===== src/rtl/tff_sched_pkg.sv =====
// ----------------------------------------------------------------------------
// tff_sched_pkg : shared types, default widths and round-robin pick function
//                 for the toggle-flop bank scheduler.
// Revision      : 1.0 - initial release
// ----------------------------------------------------------------------------
`default_nettype none

package tff_sched_pkg;

   typedef enum logic [0:0] {
      IDLE = 1'b0,
      HOLD = 1'b1
   } state_t;

   localparam int NREQ_DEF     = 3;
   localparam int HOLD_CYC_DEF = 3;
   localparam int PTR_W        = $clog2(NREQ_DEF);
   localparam int CNT_W        = $clog2(HOLD_CYC_DEF + 1);

   // The pick function works on a fixed-size vector so any NREQ up to MAX_NREQ fits.
   localparam int MAX_NREQ = 32;
   localparam int IDX_W    = 5;

   typedef struct packed {
      logic             found;
      logic [IDX_W-1:0] idx;
   } rr_pick_t;

   function automatic rr_pick_t rr_pick(input logic [MAX_NREQ-1:0] valid,
                                        input int unsigned         ptr,
                                        input int unsigned         nreq);
      rr_pick_t    r;
      int unsigned j;
      r.found = 1'b0;
      r.idx   = '0;
      for (int unsigned k = 0; k < MAX_NREQ; k++) begin
         j = (ptr + k) % nreq;
         if (k < nreq && !r.found && valid[j]) begin
            r.found = 1'b1;
            r.idx   = j[IDX_W-1:0];
         end
      end
      return r;
   endfunction

endpackage

`default_nettype wire


===== src/rtl/tff_cell.sv =====
// ----------------------------------------------------------------------------
// tff_cell : single toggle flip-flop with synchronous active-high reset.
// Revision : 1.0 - initial release
// ----------------------------------------------------------------------------
`default_nettype none

module tff_cell (
   input  logic clk,
   input  logic rst,
   input  logic t,
   output logic q,
   output logic qbar
);

   logic r_q;

   always_ff @(posedge clk) begin
      if (rst) begin
         r_q <= 1'b0;
      end else if (t) begin
         r_q <= ~r_q;
      end
   end

   assign q    = r_q;
   assign qbar = ~r_q;

endmodule

`default_nettype wire


===== src/rtl/tff_bank_sched.sv =====
// ----------------------------------------------------------------------------
// tff_bank_sched : round-robin scheduler sharing a bank of toggle flip-flops
//                  among requesters, with one-shot and timed-pulse modes.
// Revision       : 1.0 - initial release
// ----------------------------------------------------------------------------
`default_nettype none

module tff_bank_sched
   import tff_sched_pkg::*;
#(
   parameter  int WIDTH    = 4,
   parameter  int NREQ     = 3,
   parameter  int HOLD_CYC = 3,
   localparam int SEL_W    = (NREQ > 1) ? $clog2(NREQ) : 1
) (
   input  logic                  clk,
   input  logic                  rst,
   input  logic [NREQ-1:0]       req_valid,
   input  logic [NREQ-1:0]       req_pulse,
   input  logic [NREQ*WIDTH-1:0] req_mask,
   output logic [NREQ-1:0]       req_ready,
   output logic [WIDTH-1:0]      q,
   output logic [WIDTH-1:0]      qbar,
   output logic [SEL_W-1:0]      grant_id,
   output logic                  busy,
   output logic                  done
);

   localparam int HCNT_W = $clog2(HOLD_CYC + 1);

   state_t              r_state, w_state_nxt;
   logic [HCNT_W-1:0]   r_cnt, w_cnt_nxt;
   logic [WIDTH-1:0]    r_saved, w_saved_nxt;
   logic                r_busy, w_busy_nxt;
   logic                r_done, w_done_nxt;
   logic [SEL_W-1:0]    r_ptr, w_ptr_nxt;
   logic [SEL_W-1:0]    r_gid, w_gid_nxt;

   rr_pick_t            w_pick;
   logic [SEL_W-1:0]    w_idx;
   logic                w_accept;
   logic                w_restore;
   logic                w_win_pulse;
   logic [WIDTH-1:0]    w_win_mask;
   logic [WIDTH-1:0]    w_t;
   logic [NREQ-1:0]     w_ready;

   assign w_pick    = rr_pick(MAX_NREQ'(req_valid), 32'(r_ptr), NREQ);
   assign w_idx     = w_pick.idx[SEL_W-1:0];
   // Reset wins over any accept, so ready is masked while rst is high.
   assign w_accept  = !rst && (r_state == IDLE) && w_pick.found;
   assign w_restore = (r_state == HOLD) && (r_cnt == '0);

   always_comb begin
      w_win_mask  = '0;
      w_win_pulse = 1'b0;
      w_ready     = '0;
      for (int i = 0; i < NREQ; i++) begin
         if (w_idx == SEL_W'(i)) begin
            w_win_mask  = req_mask[i*WIDTH +: WIDTH];
            w_win_pulse = req_pulse[i];
            w_ready[i]  = w_accept;
         end
      end
   end

   assign w_t = w_accept ? w_win_mask : (w_restore ? r_saved : '0);

   always_ff @(posedge clk) begin
      if (rst) begin
         r_state <= IDLE;
         r_cnt   <= '0;
         r_saved <= '0;
         r_busy  <= 1'b0;
         r_done  <= 1'b0;
         r_ptr   <= '0;
         r_gid   <= '0;
      end else begin
         r_state <= w_state_nxt;
         r_cnt   <= w_cnt_nxt;
         r_saved <= w_saved_nxt;
         r_busy  <= w_busy_nxt;
         r_done  <= w_done_nxt;
         r_ptr   <= w_ptr_nxt;
         r_gid   <= w_gid_nxt;
      end
   end

   always_comb begin
      w_state_nxt = r_state;
      w_cnt_nxt   = r_cnt;
      w_saved_nxt = r_saved;
      w_busy_nxt  = r_busy;
      w_done_nxt  = 1'b0;
      w_ptr_nxt   = r_ptr;
      w_gid_nxt   = r_gid;
      case (r_state)
         IDLE: begin
            if (w_accept) begin
               w_gid_nxt = w_idx;
               w_ptr_nxt = (w_idx == SEL_W'(NREQ - 1)) ? '0 : w_idx + SEL_W'(1);
               if (w_win_pulse) begin
                  w_saved_nxt = w_win_mask;
                  w_cnt_nxt   = HCNT_W'(HOLD_CYC - 1);
                  w_busy_nxt  = 1'b1;
                  w_state_nxt = HOLD;
               end else begin
                  w_done_nxt  = 1'b1;
               end
            end
         end
         HOLD: begin
            if (w_restore) begin
               w_busy_nxt  = 1'b0;
               w_done_nxt  = 1'b1;
               w_state_nxt = IDLE;
            end else begin
               w_cnt_nxt   = r_cnt - HCNT_W'(1);
            end
         end
         default: begin
            w_state_nxt = IDLE;
         end
      endcase
   end

   for (genvar g = 0; g < WIDTH; g++) begin : g_cell
      tff_cell u_cell (
         .clk  (clk),
         .rst  (rst),
         .t    (w_t[g]),
         .q    (q[g]),
         .qbar (qbar[g])
      );
   end

   assign req_ready = w_ready;
   assign grant_id  = r_gid;
   assign busy      = r_busy;
   assign done      = r_done;

endmodule

`default_nettype wire


===== config.mk =====
export PLATFORM = sky130hd
export DESIGN_NAME = tff_bank_sched
export DESIGN_NICKNAME = d
export VERILOG_FILES = /design/src/rtl/tff_sched_pkg.sv /design/src/rtl/tff_cell.sv /design/src/rtl/tff_bank_sched.sv
export SDC_FILE = /design/constraint.sdc
export NUM_CORES = 1
export LEC_CHECK = 0
export ABC_AREA = 1
export CORE_MARGIN = 2
export CORE_UTILIZATION = 40
export CTS_CLUSTER_SIZE = 28
export DETAILED_ROUTE_END_ITERATION = 16
export PLACE_DENSITY = 0.77
export SLEW_MARGIN = 20
export SYNTH_ARGS = -nofsm -noshare
export SYNTH_HDL_FRONTEND = slang
export SYNTH_HIERARCHICAL = 1
export SYNTH_SLANG_ARGS = --single-unit

===== constraint.sdc =====
create_clock -name clk -period 3.32 [get_ports clk]
set_clock_uncertainty 0.1 [all_clocks]
set_input_delay 0.83 -clock clk [delete_from_list [all_inputs] [get_ports clk]]
set_output_delay 0.83 -clock clk [all_outputs]
set_load 0.02 [all_outputs]

# --- Word level (Yosys, flattened, before mapping) ---
# Cells that the tools add are included.
word_totals:
  out_inout_bits: 15
  register_bits: 17
  input_bits: 20
  elab_cells: 83
op_classes:
  n_addsub: 4
  n_mux: 37
  eq_ne: 6
  div: 3
  n_lt_le_gt_ge: 3
  reduce_logical: 14
  bitwise_logic: 5
op_table:
  columns: ["operator", "count"]
  rows:
  - ["$lt 32x6->1 const B", 3]
  - ["$mod 32x2->32 const B", 2]
  - ["$mod 2x2->32 const B", 1]
  - ["$mux 4", 5]
  - ["$mux 1", 18]
  - ["$mux 6", 3]
  - ["$bmux 1 s5", 3]
  - ["$reduce_and 3->1", 3]
  - ["$mux 2", 4]
  - ["$ne 2x2->1 const B", 3]
  - ["$pmux 1 s2", 3]
  - ["$logic_and 1x1->1", 5]
  - ["$not 1->1", 5]
  - ["$logic_not 2->1", 2]
  - ["$pmux 2 s2", 1]
  - ["$add 2x1->3 const B", 1]
  - ["$add 2x2->3 const B", 1]
  - ["$logic_not 1->1", 3]
  - ["$add 2x1->2 const B", 1]
  - ["$eq 2x1->1 const B", 1]
  - ["$eq 2x2->1 const B", 1]
  - ["$ne 2x1->1 const B", 1]
  - ["$reduce_and 2->1", 1]
  - ["$sub 2x1->2 const B", 1]

# --- Longest topological paths before layout ---
logic_depth:
  depth_word: 17
  ltp_mapped: 20
  mapped_depth_nobuf: 20

# --- Modules after synthesis ---
# The synthesis kept the hierarchy.
by_module_without_submodules:
  columns: ["mod", "area_per_inst_um2", "cells_per_inst", "n_inst"]
  rows:
  - ["tff_bank_sched", 1129.8, 179, 1]
  - ["tff_cell", 42.5, 7, 4]

# --- Least setup slack after synthesis ---
# Ideal clock, no wire load.
synth_path:
  path_type: "reg-to-output"
  from: "register r_ptr[0]"
  to: "output req_ready[0]"
  path_stages_with_launch: 14
  path_slack_ns: 0.359
  t_required_ns: 2.390
  path_buffers: 0
  arrival_ns: 2.031
  path_cell_list: "dfxtp_1 -> inv_1 -> ha_1 -> inv_1 -> ha_1 -> inv_1 -> nor2_1 -> nor2_1 -> nor2_1 -> nand4_1 -> nand2_1 -> nor2_8 -> nand2_1 -> nor2_1"
synth_between:
  elab_chain_len: 12
synth_rtl:
  columns: ["element", "line", "rtl"]
  rows:
  - ["from (decl)", "tff_bank_sched.sv:36", "logic [SEL_W-1:0] r_ptr, w_ptr_nxt;"]
  - ["from (signal assigned)", "tff_bank_sched.sv:84", "r_ptr <= w_ptr_nxt;"]
  - ["parallel branches: the longest is 9 deep, another holds $mod 32x2->32", null, null]
  - ["$mux 6 *", "tff_sched_pkg.sv:38", "if (k < nreq && !r.found && valid[j]) begin"]
  - ["$logic_not 2->1 or $logic_and 1x1->1 (tied branches)", "tff_bank_sched.sv:59, tff_bank_sched.sv:51", null]
  - ["$mux 1 *", "tff_bank_sched.sv:59", "if (w_idx == SEL_W'(i)) begin"]
  - ["to (decl)", "tff_bank_sched.sv:21", "output logic [NREQ-1:0] req_ready,"]
# Every way passes the cells marked *. The select of a mux whose other input is x is not followed.

# --- Worst setup path in the final report ---
layout_path:
  from: "register r_ptr[1]"
  to: "output req_ready[0]"
# The elaborated chain is that of the path after synthesis.

==> flow_summary.ini <==
[outcome]
run_status = completed

[layout]
fraction_of_layout_cells_with_a_size_suffix_above_1 = 0.222
antenna_cells = 0
fin_area_um2 = 1930
final-instance-count-excl-fill = 310
area_delta_synth_final_pct = 48.2
mostFrequentLayoutCells = 58 x sky130_fd_sc_hd__nand2_1, 33 x sky130_fd_sc_hd__inv_1, 28 x sky130_fd_sc_hd__clkdlybuf4s50_1
final_net_count = 297
layout.cells.most_common = sky130_fd_sc_hd__nand2_1

[placed_design]
numPlacedInstances = 306
placed_area_um2 = 1850
gpl.final_weighted_congestion = 0.868
detailedPlacementHpwl_mm = 2.55
port-buffer-count = 34

[route]
drt-initial-drc-count = 89
detailed_routing_iteration_count_for_the_pre_antenna_repair_pass = 4
via_per_inst = 4.44
final_antenna_net_count = 0
wire_per_inst_um = 10.3
detailed_route_via_count = 1376
wirelength_mm = 3.18
detail_route.drc_violations = 0

[worst_setup_path]
path_cells = inv_1, ha_1, nand2_1, nor2_2, nor2_4, buf_4, nand4_2, inv_2, nor2_8, nand2_2, nor2_4, buf_6
ff2ff_path_depth = 17
r2r_end = g_cell[2].u_cell/q
worstPathRequired_ps = 2390
timing.critical_path.to_type = output port
timing.reg2reg.setup_slack_ps = 690
timing.critical_path.arrival_ps = 2250
cpMostUsedCell = sky130_fd_sc_hd__nor2_4
crit_slowest_cell = sky130_fd_sc_hd__ha_1
critical_path_s_largest_stage_delay_ps = 420
critPathMaxFanout = 6
timing.setup.critical_path_class = reg2out
crit-reg2reg-launch = r_ptr[1]
setup.worst_path.start_class = register

[floorplan]
die-area_um2 = 3720
die_h_um = 61.0
initial_utilization = 0.422
design.core.area_um2 = 3080
die_width_um = 61.0
placement_rows = 20
top_level_ports = 35

[sta]
max_freq_mhz = 315
worst_pin_slew_ps = 255
min_period_over_period = 0.957
hold_ws_ps = 359
endpoints_failing_setup = 0
worst_slew_margin_rel = 0.829
final-hold-violation-count = 0
final.min_clock_period_ps = 3180
finalMaxSlewViolations = 0

[yosys]
synth-simple-area-share = 0.461
yosysSeqAreaShare = 0.262
combinational_family_with_the_most_area_after_synthesis = simple AND/OR/NAND/NOR gates
avgSynthCellArea_um2 = 6.28
synth.area.mux_share = 0
synth-adder-area-share = 0.0962
synth.largest_area_cell = sky130_fd_sc_hd__dfxtp_1
yosys.area_share.xor_xnor = 0
synthDominantCellAreaShare = 0.262
cell_count_after_synthesis = 207
synth_cell_type_count = 23
postSynthRegisterBits = 17
synthesized_area_fraction_occupied_by_ao_oa_aoi_and_oai_cells = 0.0539
mappedNetlistArea_um2 = 1300
synth_top_area_cells = sky130_fd_sc_hd__dfxtp_1 26%, sky130_fd_sc_hd__nand2_1 18%, sky130_fd_sc_hd__inv_1 10%
synthesis.nets = 237
yosys_warnings = 6

[global_route]
grt-ovfl-total = 0
groute.usage.overall = 0.176
pin_count_of_the_biggest_net_entering_global_routing = 10
antenna_found_initial = 0
first_pass_grt_wire_length_mm = 5.00
grt_pass1_vias = 1251

[clock_network]
cts.htree.levels = 1
cts_num_sinks = 17
cts_tree = built
cts.clk_slew.worst_paths_ps = 90
cts_buffers = 3
cts_hold_repair.buffers = 0
cts_buffer_depth = 2
cts-root-buf = sky130_fd_sc_hd__clkbuf_4
clk_latency_ps = 290

[pwr]
power.density_nw_per_um2 = 1040
pleak_nw = 1.00
worst_ir_drop_vdd_v = 0.000473

[hold_path]
worstHoldStart = r_cnt[0]
hold_depth = 1
hold_path.class = reg2reg
timing.hold.worst_endpoint = r_cnt[0]

[flow_run]
drv_cap = 0
[state kept, by name, indices dropped and copies added, names as in the netlist]
register,count
busy,1
r_saved,4
g_cell.u_cell/q,4
r_ptr,2
r_state,1
grant_id,2
done,1
r_cnt,2
[cell usage after synthesis]
cell type,n
sky130_fd_sc_hd__buf_6,1
sky130_fd_sc_hd__nor2_2,3
sky130_fd_sc_hd__ha_1,10
sky130_fd_sc_hd__dfxtp_1,17
sky130_fd_sc_hd__nand2_1,61
sky130_fd_sc_hd__a21oi_1,3
sky130_fd_sc_hd__nand4_2,1
sky130_fd_sc_hd__inv_1,36
sky130_fd_sc_hd__nand3_1,17
sky130_fd_sc_hd__nor2_1,27
sky130_fd_sc_hd__nor2_4,2
sky130_fd_sc_hd__inv_2,5
sky130_fd_sc_hd__o22ai_1,4
sky130_fd_sc_hd__or2_0,1
sky130_fd_sc_hd__nor2_8,1
sky130_fd_sc_hd__nand3_4,1
sky130_fd_sc_hd__nand4_1,3
sky130_fd_sc_hd__o21ai_1,1
sky130_fd_sc_hd__nand2_2,3
sky130_fd_sc_hd__nand3b_1,1
sky130_fd_sc_hd__o21ai_0,5
sky130_fd_sc_hd__nand2_4,1
sky130_fd_sc_hd__nand3_2,3
[per-layer routing]
layer  wire length, um  track usage  up-vias
met5                 0            0        -
met4                44       0.0559        0
met3               104       0.0126        5
met2              1540        0.301       22
met1              1490        0.238      596
li1                  -            -      753
[per-stage QoR]
| stage | utilization | setup slack [ps] | power, mW | setup TNS (ps) |
|---|---|---|---|---|
| after floorplan | - | 359 | 1.26 | 0 |
| after global placement | 0.601 | -468 | 1.79 | -1350 |
| after detailed placement | 0.601 | -488 | 1.81 | -1360 |
| after CTS | 0.608 | 2.49 | 1.92 | 0 |
| after global routing | 0.626 | -21.8 | 2.19 | -38.4 |
| final | 0.626 | 143 | 2.00 | 0 |
[area by class of cell]
type	instances	area (um2)
Fill cell	290	1150
Clock buffer	4	26.3
Sequential cell	17	342
Inverter	41	154
Tap cell	44	55.1
Timing Repair Buffer	56	513
Multi-Input combinational cell	148	837
[power breakdown]
| part | internal [mW] | total (mW) | switching, mW |
|---|---|---|---|
| combinational | 0.665 | 1.55 | 0.887 |
| clock | 0.0468 | 0.111 | 0.0647 |
| sequential | 0.287 | 0.338 | 0.0502 |
[kinds of logic (layout without fill, tap and decap cells)]
family / after synthesis / in the layout
and+or+nand+nor: 125 / 125
AOI/OAI and AO/OA: 13 / 13
adders and majority gates: 10 / 10
buffers and inverters: 42 / 101
DFF: 17 / 17
[worst max-delay path: cells and delay by family, from the launching register on]
family	cells	cell delay (ps)
adder cells (fa/ha/maj)	1	420
buffers and inverters	4	420
flip-flops	1	400
AND/OR/NAND/NOR	7	730
[how the worst max path moves through the flow]
stage	start	to	slack, ps
global route	r_ptr[1]	req_ready[2]	-20
detailed placement	req_valid[1]	req_ready[0]	-490
finish	r_ptr[1]	req_ready[0]	140
CTS	req_valid[2]	req_ready[1]	2
global placement	req_valid[1]	req_ready[0]	-470
floorplan	r_ptr[0]	req_ready[0]	360
[what timing repair did]
action                     CTS  global route
pin swaps                    0             7
setup endpoints to repair    3             3
setup buffers                0             0
gates cloned                 0             0
gates resized for setup     16            20
Power figures use the tool's default switching activity.
